==> src/rtl/mem_stage_cache_pkg.sv <==
// Shared types and constants for the MEM-stage data cache.
package mem_stage_cache_pkg;

    typedef enum logic [1:0] {
        IDLE  = 2'd0,
        FILL  = 2'd1,
        WRITE = 2'd2,
        DONE  = 2'd3
    } state_t;

    // Byte-offset bits of an address; the cache is word-aligned only.
    localparam int BYTE_W = 2;

endpackage

==> src/rtl/mem_stage_cache_data_array.sv <==
// Valid/tag/data storage for the direct-mapped cache: async read, sync write.
module mem_stage_cache_data_array #(
    parameter int DATA_W = 32,
    parameter int LINES  = 4,
    parameter int WPL    = 2,
    parameter int TAG_W  = 27,
    parameter int IDX_W  = 2,
    parameter int OFF_W  = 1
) (
    input  logic              clk,
    input  logic              rst_n,
    input  logic [IDX_W-1:0]  rd_idx,
    input  logic [OFF_W-1:0]  rd_off,
    output logic              rd_valid,
    output logic [TAG_W-1:0]  rd_tag,
    output logic [DATA_W-1:0] rd_data,
    input  logic              wr_en,
    input  logic [IDX_W-1:0]  wr_idx,
    input  logic [OFF_W-1:0]  wr_off,
    input  logic [DATA_W-1:0] wr_data,
    input  logic              tag_en,
    input  logic [TAG_W-1:0]  wr_tag,
    input  logic              clr_en
);

    logic [LINES-1:0]  valid;
    logic [TAG_W-1:0]  tag_arr  [LINES];
    logic [DATA_W-1:0] data_arr [LINES][WPL];

    assign rd_valid = valid[rd_idx];
    assign rd_tag   = tag_arr[rd_idx];
    assign rd_data  = data_arr[rd_idx][rd_off];

    // NOTE: only the valid bits are reset; tag/data RAM contents are meaningless until valid is set.
    always_ff @(posedge clk) begin
        if (wr_en) data_arr[wr_idx][wr_off] <= wr_data;
        if (tag_en) tag_arr[wr_idx] <= wr_tag;
    end

    // NOTE: sequential state uses non-blocking assignments so every flop samples pre-edge values.
    always_ff @(posedge clk or negedge rst_n) begin
        if (!rst_n) begin
            valid <= '0;
        end else if (clr_en) begin
            valid[wr_idx] <= 1'b0;
        end else if (tag_en) begin
            valid[wr_idx] <= 1'b1;
        end
    end

endmodule

==> src/rtl/mem_stage_cache.sv <==
// Pipeline MEM stage with a direct-mapped, write-through, no-write-allocate data cache.
module mem_stage_cache
    import mem_stage_cache_pkg::*;
#(
    parameter int DATA_W = 32,
    parameter int ADDR_W = 32,
    parameter int LINES  = 4,
    parameter int WPL    = 2
) (
    input  logic              clk,
    input  logic              rst_n,
    input  logic              zero,
    input  logic              branch,
    input  logic              MemRead,
    input  logic              MemWrite,
    input  logic [ADDR_W-1:0] aluRslt,
    input  logic [DATA_W-1:0] datafrmreg,
    output logic              hit,
    output logic              stall,
    output logic              pcSrc,
    output logic [DATA_W-1:0] readdata,
    output logic [ADDR_W-1:0] aluRsltt,
    output logic              mem_req,
    output logic              mem_we,
    output logic [ADDR_W-1:0] mem_addr,
    output logic [DATA_W-1:0] mem_wdata,
    input  logic              mem_ack,
    input  logic [DATA_W-1:0] mem_rdata
);

    localparam int OFF_W   = $clog2(WPL);
    localparam int IDX_W   = $clog2(LINES);
    localparam int OW      = (OFF_W > 0) ? OFF_W : 1;
    localparam int IDX_LSB = BYTE_W + OFF_W;
    localparam int TAG_LSB = IDX_LSB + IDX_W;
    localparam int TAG_W   = ADDR_W - TAG_LSB;

    state_t state, next_state;
    logic [OW-1:0] beat_cnt;

    logic [IDX_W-1:0]  a_idx, m_idx;
    logic [OW-1:0]     a_off;
    logic [TAG_W-1:0]  a_tag, m_tag;
    logic              rd_valid, line_hit, last_beat, is_idle;
    logic [TAG_W-1:0]  rd_tag;
    logic [DATA_W-1:0] rd_data;

    logic              wr_en, tag_en, clr_en;
    logic [IDX_W-1:0]  wr_idx;
    logic [OW-1:0]     wr_off;
    logic [DATA_W-1:0] wr_data;

    // Lookup fields come from the pipeline address; fill fields from the outstanding request.
    assign a_idx = IDX_W'(aluRslt >> IDX_LSB);
    assign a_off = OW'((aluRslt >> BYTE_W) & ADDR_W'(WPL - 1));
    assign a_tag = TAG_W'(aluRslt >> TAG_LSB);
    assign m_idx = IDX_W'(mem_addr >> IDX_LSB);
    assign m_tag = TAG_W'(mem_addr >> TAG_LSB);

    assign line_hit  = rd_valid && (rd_tag == a_tag);
    assign last_beat = (beat_cnt == OW'(WPL - 1));
    assign is_idle   = (state == IDLE);

    assign pcSrc    = branch & zero;
    assign aluRsltt = aluRslt;

    mem_stage_cache_data_array #(
        .DATA_W (DATA_W),
        .LINES  (LINES),
        .WPL    (WPL),
        .TAG_W  (TAG_W),
        .IDX_W  (IDX_W),
        .OFF_W  (OW)
    ) u_array (
        .clk      (clk),
        .rst_n    (rst_n),
        .rd_idx   (a_idx),
        .rd_off   (a_off),
        .rd_valid (rd_valid),
        .rd_tag   (rd_tag),
        .rd_data  (rd_data),
        .wr_en    (wr_en),
        .wr_idx   (wr_idx),
        .wr_off   (wr_off),
        .wr_data  (wr_data),
        .tag_en   (tag_en),
        .wr_tag   (m_tag),
        .clr_en   (clr_en)
    );

    always_ff @(posedge clk or negedge rst_n) begin
        if (!rst_n) state <= IDLE;
        else        state <= next_state;
    end

    // NOTE: every always_comb output gets a default first so no path can infer a latch.
    always_comb begin
        next_state = state;
        case (state)
            IDLE: begin
                if (MemWrite)                  next_state = WRITE;
                else if (MemRead && !line_hit) next_state = FILL;
            end
            FILL:    if (mem_ack && last_beat) next_state = IDLE;
            WRITE:   if (mem_ack)              next_state = DONE;
            DONE:    next_state = IDLE;
            default: next_state = IDLE;
        endcase
    end

    always_comb begin
        hit      = is_idle && MemRead && !MemWrite && line_hit;
        readdata = hit ? rd_data : '0;
        stall    = (state == FILL) || (state == WRITE) ||
                   (is_idle && ((MemRead && !hit) || MemWrite));
        // Store hits update the cache in IDLE; fill beats land while in FILL.
        wr_en    = (is_idle && MemWrite && line_hit) || (state == FILL && mem_ack);
        wr_idx   = is_idle ? a_idx : m_idx;
        wr_off   = is_idle ? a_off : beat_cnt;
        wr_data  = is_idle ? datafrmreg : mem_rdata;
        clr_en   = is_idle && MemRead && !MemWrite && !line_hit;
        tag_en   = (state == FILL) && mem_ack && last_beat;
    end

    always_ff @(posedge clk or negedge rst_n) begin
        if (!rst_n) begin
            mem_req   <= 1'b0;
            mem_we    <= 1'b0;
            mem_addr  <= '0;
            mem_wdata <= '0;
            beat_cnt  <= '0;
        end else begin
            case (state)
                IDLE: begin
                    if (MemWrite) begin
                        mem_req   <= 1'b1;
                        mem_we    <= 1'b1;
                        mem_addr  <= aluRslt & ~ADDR_W'(3);
                        mem_wdata <= datafrmreg;
                    end else if (MemRead && !line_hit) begin
                        mem_req  <= 1'b1;
                        mem_we   <= 1'b0;
                        mem_addr <= aluRslt & ~ADDR_W'(4 * WPL - 1);
                        beat_cnt <= '0;
                    end
                end
                FILL: begin
                    if (mem_ack) begin
                        beat_cnt <= last_beat ? '0 : beat_cnt + 1'b1;
                        if (last_beat) mem_req  <= 1'b0;
                        else           mem_addr <= mem_addr + ADDR_W'(4);
                    end
                end
                WRITE: if (mem_ack) mem_req <= 1'b0;
                default: ;
            endcase
        end
    end

endmodule
==> config.mk <==
export PLATFORM = sky130hd
export DESIGN_NAME = mem_stage_cache
export DESIGN_NICKNAME = d
export VERILOG_FILES = /design/src/rtl/mem_stage_cache_pkg.sv /design/src/rtl/mem_stage_cache_data_array.sv /design/src/rtl/mem_stage_cache.sv
export SDC_FILE = /design/constraint.sdc
export NUM_CORES = 1
export LEC_CHECK = 0
export ABC_CLOCK_PERIOD_IN_PS = 6600
export BUFFER_PORTS_ARGS = -buffer_cell sky130_fd_sc_hd__buf_4
export CAP_MARGIN = 20
export CORE_ASPECT_RATIO = 1.4
export CORE_MARGIN = 2
export CORE_UTILIZATION = 50
export CTS_CLUSTER_SIZE = 30
export DETAILED_ROUTE_END_ITERATION = 8
export PLACE_DENSITY = 0.7
export SLEW_MARGIN = 30
export SYNTH_ARGS = -nofsm -noshare
export SYNTH_HDL_FRONTEND = slang
export SYNTH_SLANG_ARGS = --single-unit
==> constraint.sdc <==
create_clock -name clk -period 6.6 [get_ports clk]
set_input_delay 1.32 -clock clk [delete_from_list [all_inputs] [get_ports clk]]
set_output_delay 1.32 -clock clk [all_outputs]
set_load 0.05 [all_outputs]
Word-level counts from Yosys, hierarchy flattened
Memories as Yosys holds them, arrays and structs flattened.
Index checks and enable logic that the tools add are counted.
{"block": "classes", "n_reduce_logical": 33, "n_lt_le_gt_ge": 6, "n_bitwise": 6, "muxes": 41, "addsub": 2, "eq_ne": 12}
{"cell": "32-bit two-way mux", "n": 10}
{"cell": "64-bit two-way mux", "n": 1}
{"cell": "32-bit case mux with 2 select lines", "n": 1}
{"cell": "32-bit by 3-bit adder with 32-bit output, second input constant", "n": 1}
{"cell": "32-bit demux with 1-bit select", "n": 1}
{"cell": "27-bit equality test", "n": 1}
{"cell": "1-bit two-way mux", "n": 16}
{"cell": "1-bit logical AND", "n": 15}
{"cell": "2-bit inequality test, second input constant", "n": 6}
{"cell": "2-bit two-way mux", "n": 5}
{"cell": "4-bit two-way mux", "n": 2}
{"cell": "2-bit case mux with 4 select lines", "n": 1}
{"cell": "4-bit AND reduction", "n": 2}
{"cell": "2-bit by 3-bit < comparator with 1-bit output, second input constant", "n": 2}
{"cell": "2-bit nonzero test", "n": 3}
{"cell": "5-bit AND reduction", "n": 1}
{"cell": "4-bit bitwise AND", "n": 1}
{"cell": "2-bit equality test, second input constant", "n": 2}
{"cell": "2-bit greater-or-equal comparator, second input constant", "n": 2}
{"cell": "1-bit logical OR", "n": 4}
{"cell": "1-bit NOT with 2-bit output", "n": 2}
{"cell": "4-bit NOT", "n": 1}
{"cell": "4-bit OR", "n": 1}
{"cell": "2-bit AND reduction", "n": 2}
{"cell": "other kinds (15)", "n": 17}
{"block": "word_totals", "output_inout_bits": 133, "ramBits": 364, "input_bits": 103, "memories": 2, "wordCells": 109, "regBits": 73}
{"memory": "u_array.data_arr", "words": 4, "word_bits": 64, "rd": 1, "rd_ports_with_merged_regs": 0, "write_ports": 1, "line_no": "mem_stage_cache_data_array.sv:28", "text": "logic [DATA_W-1:0] data_arr [LINES][WPL];"}
{"memory": "u_array.tag_arr", "words": 4, "word_bits": 27, "rd": 1, "rd_ports_with_merged_regs": 0, "write_ports": 1, "line_no": "mem_stage_cache_data_array.sv:27", "text": "logic [TAG_W-1:0] tag_arr [LINES];"}

Depth between registers and ports, before layout
{"block": "logic_depth", "depth_word": 9, "depth_mapped": 15, "mapped_depth_nobuf": 9}

By module
A second synthesis with hierarchy kept.
{"block": "unflattened", "cells_unflattened": 1030, "area_unflattened_um2": 18505.2}
{"mod": "mem_stage_cache_data_array", "area_per_inst_um2": 13749.4, "cells_each": 540, "n_inst": 1, "seq_area_each_um2": 11030.6}
{"mod": "mem_stage_cache", "area_per_inst_um2": 4755.8, "cells_each": 490, "n_inst": 1, "seq_area_each_um2": 1676.6}

Worst setup path before layout
OpenSTA, ideal clock, no wires.
{"block": "synth_path", "path_kind": "input -> register", "startpoint": "input aluRslt[3]", "endpoint": "memory u_array.data_arr[1][32] (netlist bit) (enable)", "n_path_buf": 3, "t_arrival_ns": 5.272, "cell_stages": 11, "path_slack_ns": 0.906, "t_required_ns": 6.179, "setup_time_ns": 0.421, "cell_sequence": "buf_6 > buf_6 > mux4_2 > xnor2_1 > nand4_1 > or4_1 > or4_1 > buf_2 > o21ai_0 > a31oi_1 > nor2_1"}
{"block": "synth_between", "elab_chain_len": 7, "elab_cells_between_ends": 10, "cone_classes": "1 x eq/ne; 5 x mux; 3 x reduce/logical; 1 x memory"}
{"item": "start: declaration", "line_no": "mem_stage_cache.sv:16", "text": "input logic [ADDR_W-1:0] aluRslt,"}
{"item": "memory read 4 x 27 bit or 1-bit binary-select mux with 2-bit select (tied branches)"}
{"item": "27-bit equality test or 1-bit two-way mux (tied branches)", "line_no": "mem_stage_cache.sv:60, mem_stage_cache_data_array.sv:30"}
{"item": "1-bit logical AND", "line_no": "mem_stage_cache.sv:60", "text": "assign line_hit = rd_valid && (rd_tag == a_tag);"}
{"item": "1-bit logical AND", "line_no": "mem_stage_cache.sv:117", "text": "wr_en = (is_idle && MemWrite && line_hit) || (state == FILL && mem_ack);"}
{"item": "1-bit logical OR", "line_no": "mem_stage_cache.sv:117"}
{"item": "1-bit two-way mux", "line_no": "mem_stage_cache_data_array.sv:36", "text": "if (wr_en) data_arr[wr_idx][wr_off] <= wr_data;"}
{"item": "64-bit two-way mux (not written as such)", "line_no": "mem_stage_cache_data_array.sv:36"}
{"item": "end: declaration", "line_no": "mem_stage_cache_data_array.sv:28"}
Parallel ways exist; a longest one is shown, timed or not. The select of a mux whose other input is x is not followed.

Worst setup path after layout
{"block": "layout_path", "startpoint": "input aluRslt[3]", "endpoint": "output stall"}
{"block": "layout_between", "elab_chain_len": 9, "elab_cells_between_ends": 11, "cone_classes": "1 x eq/ne; 2 x mux; 7 x reduce/logical; 1 x memory"}
{"item": "memory read 4 x 27 bit or 1-bit binary-select mux with 2-bit select (tied branches)"}
{"item": "27-bit equality test or 1-bit two-way mux (tied branches)", "line_no": "mem_stage_cache.sv:60, mem_stage_cache_data_array.sv:30"}
{"item": "1-bit logical AND (*)", "line_no": "mem_stage_cache.sv:60"}
{"item": "1-bit logical AND (*)", "line_no": "mem_stage_cache.sv:112", "text": "hit = is_idle && MemRead && !MemWrite && line_hit;"}
{"item": "1-bit zero test (*)", "line_no": "mem_stage_cache.sv:115", "text": "(is_idle && ((MemRead && !hit) || MemWrite));"}
{"item": "1-bit logical AND (*)", "line_no": "mem_stage_cache.sv:115"}
{"item": "1-bit logical OR (*)", "line_no": "mem_stage_cache.sv:115"}
{"item": "1-bit logical AND (*)", "line_no": "mem_stage_cache.sv:115"}
{"item": "1-bit logical OR (*)", "line_no": "mem_stage_cache.sv:114", "text": "stall = (state == FILL) || (state == WRITE) ||"}
{"item": "end: declaration", "line_no": "mem_stage_cache.sv:19", "text": "output logic stall,"}
Every way passes the cells marked *; elsewhere a longest branch is shown, timed or not. The select of a mux whose other input is x is not followed.

==> impl_results.md <==
- WP data arrival: 4.87 ns
- Num rows: 83
- CP bufs+invs: 2
- Final WL: 42.6 mm
- Global placement routability congestion: 0.856
- Synth Flop Type: edfxtp_1
- Top cell type's share of synthesized area: 59.2%
- Synth area leaders: edfxtp_1 59%, mux4_2 10%, dfrtp_1 9.6%
- Most frequent cells in the layout: 364 x edfxtp_1, 246 x buf_4, 102 x nand2_1, 82 x mux4_2, 76 x a21oi_1
- Clock slew seen by the registers of the worst setup and hold paths: 0.06 ns
- Global-route wire length before repair: 65.5 mm
- Final Max Slew Viols: 0
- DRT Pass-1 Iters: 5
- Post_cts resized: 0
- Most common cell after layout, fill and taps aside: edfxtp_1
- Yosys top cell by area: edfxtp_1
- Antenna-violating nets left: 0
- Skew-Pair Late Insertion Delay: 0.53 ns
- Post-Route Setup TNS: 0 ns
- FMAX: 161 MHz
- # DRC: 0
- P per Cell Area: 418 nW/um^2
- DR iter-0 viols: 1115
- Tmin final: 6.19 ns
- CP Cell Sequence: buf_6 -> mux4_1 -> xor2_1 -> a2111o_1 -> or4_1 -> or4_1 -> a21oi_1 -> o21bai_1 -> buf_4
- Clk_skew: 0.0147 ns
- Vias in the first global route: 11300
- Longest Clk Path Bufs: 3
- Clock sinks: 435
- Vias: 10900
- Post-synthesis cell area: 18500 um^2
- Cell mode on critical path: or4_1
- Crit share post-route: 93.8%
- Final WS setup: 0.407 ns
- CP Class: input pin to output pin
- Ports: 236
- Max-capacitance violation count: 0
- Number of flops mapped to enable cells by yosys: 364
- Cell family with the largest share of critical-path delay: simple AND/OR/NAND/NOR gates
- Layout Nets: 1431
- Post-Synth Adder-Cell Area: 0.339%
- Crit path max fanout: 42
- Vias per cell: 6.00
- XOR/XNOR share of the synthesized area: 1.23%
- Ys Warns: 0
- # port buffers: 229
- H-tree depth reported by CTS: 2
- Async set-reset flop share out of synthesis: 16.3%
- Initial antenna violation count: 1
- Post-DP HPWL: 26.4 mm
- Cts hold-fix bufs: 0
- Critical path data required time: 5.28 ns
- RSZ-0062 raised after global routing: false
- DP Worst Slack: 0.422 ns
- Post-Syn Area per Cell: 16.4 um^2
- VDD IR-drop max: 0.316 mV
- Post-CTS Setup Bufs: 0
- CTS tree: yes
- Startpoint types: input pin
- Wirelength per Cell: 23.4 um
- Synth Area in Compound Gates: 5.70%
- Pin count of the biggest net entering global routing: 61
- Worst setup EP type: output pin
- Clock root buffer: clkbuf_16
- Slowest-stage cell, CP: or4_1
- Worst hold path class: flip-flop to flip-flop
- Worst Max-Slew Pin Slew: 0.993 ns
- Critical path's largest stage delay: 0.64 ns
- Die height: 231 um
- Final setup violation count: 0
- Synth cell types: 59
- Post-synthesis simple-gate area fraction: 5.09%
- Total gr overflow: 0
- Cells after synthesis: 1125
- Status: complete, no violations
- Slew HR: 33.2%
- Synth Register Bits: 435
- Synth-to-Final Area Change: 18.3%
- Register area share after synthesis: 68.9%
- Total global-route track usage: 22.2%
- Initial Util: 50.5%
- Mux contribution to synthesized area: 15.5%
- Fillers: 2834
- P_leak: 7.73 nW
- Num CTS Buffers: 40
- Share of cells above drive strength 1: 35.6%
- Final hold vios: 0
- Core ar.: 36600 um^2
- Die area: 38500 um^2
- Largest family of logic cells by synthesized area: multiplexers
- Die Wd: 166 um
-- cell type report --
type | count | area [um^2] | area share (%)
antenna | 2 | 5.00 | 0.0229
clock buffer | 57 | 1150 | 5.25
clock inverter | 16 | 204 | 0.934
inverter | 16 | 60.1 | 0.275
multi-input combinational | 580 | 5230 | 23.9
sequential | 435 | 12700 | 58.2
tap | 467 | 584 | 2.68
timing repair buffer | 250 | 1900 | 8.70
-- cells by family (layout without fill, tap and decap cells) --
kind of cell	Yosys count	in the layout
compound gates	168	168
buf+inv	111	339
fa+ha+maj	5	5
mux	173	173
xor+xnor	26	26
simple gates	206	206
flops	435	435
other cells	1	4
-- worst register-to-register path, cell delays in order, from the launching register on --
cell and delay (ns):
edfxtp_1 0.37, mux4_2 0.49, xnor2_1 0.33, nand4_1 0.20, or4_1 0.59, or4_1 0.64
o21ai_0 0.30, a31oi_1 0.37, nor2_4 0.20, buf_4 0.51
-- metrics by stage --
stage                     hold slack, ns  power [mW]  area (um^2)  util [%]  instances
final                              0.504        9.12        21800      59.7       1823
after CTS                          0.503        9.18        21800      59.7       1821
after detailed placement           0.490        6.83        20500      56.0       1748
after global routing               0.520        9.49        21800      59.7       1821
after global placement             0.483        6.75        20500      56.0       1748
after floorplan                    0.470        5.93        18500         -       1126
-- state kept, by name (all words and copies together) (netlist names), 2 cells and up --
register / cells
u_array.valid: 4
mem_addr: 30
state: 2
u_array.tag_arr: 108
mem_wdata: 32
u_array.data_arr: 256
-- per-layer routing --
metal | GRT usage [%] | wire length, um | up-vias
met3 | 3.69 | 3050 | 73
li1 | - | - | 4770
met4 | 7.06 | 1110 | 0
met2 | 38.9 | 21800 | 501
met1 | 28.6 | 16700 | 5595
met5 | 0 | 0 | -
-- final timing paths --
kind / depth (start not counted) / startpoint / slack (ns) / to
max: 9 / aluRslt[3] / 0.41 / stall
min: 1 / u_array.valid[0] / 0.50 / u_array.valid[0]
max reg2reg: 9 / u_array.tag_arr[3][21] / 2.20 / u_array.data_arr[3][60]
min reg2reg: 1 / u_array.valid[0] / 0.50 / u_array.valid[0]
max in group asynchronous: 2 / rst_n / 5.02 / mem_wdata[28]
min in group asynchronous: 1 / rst_n / 0.64 / mem_wdata[6]
-- Yosys cell counts (all sizes together) (2+ instances only) --
master and instances:
xnor2 22, mux4 83, nor3 7, clkbuf 32
xor2 4, and2 3, edfxtp 364, mux2i 23
and4 2, ha 5, dfrtp 71, a22oi 3
a22o 2, inv 14, o32a 5, a211o 2
nand2b 6, buf 63, or4 2, o221ai 4
nand3 26, o22ai 19, or3 2, nand2 103
a31oi 5, o21ai 23, a211oi 4, a2bb2oi 14
clkinv 2, nor4 5, a21oi 76, nor2 29
mux2 67, or2 2, nand4 10, and3 5
-- power breakdown --
group / total [mW] / switching, mW / internal [mW]
clock network: 2.35 / 0.976 / 1.38
logic: 2.79 / 1.86 / 0.925
registers: 3.98 / 0.356 / 3.62
total: 9.12 / 3.19 / 5.93
(Power assumes the default switching activity.)
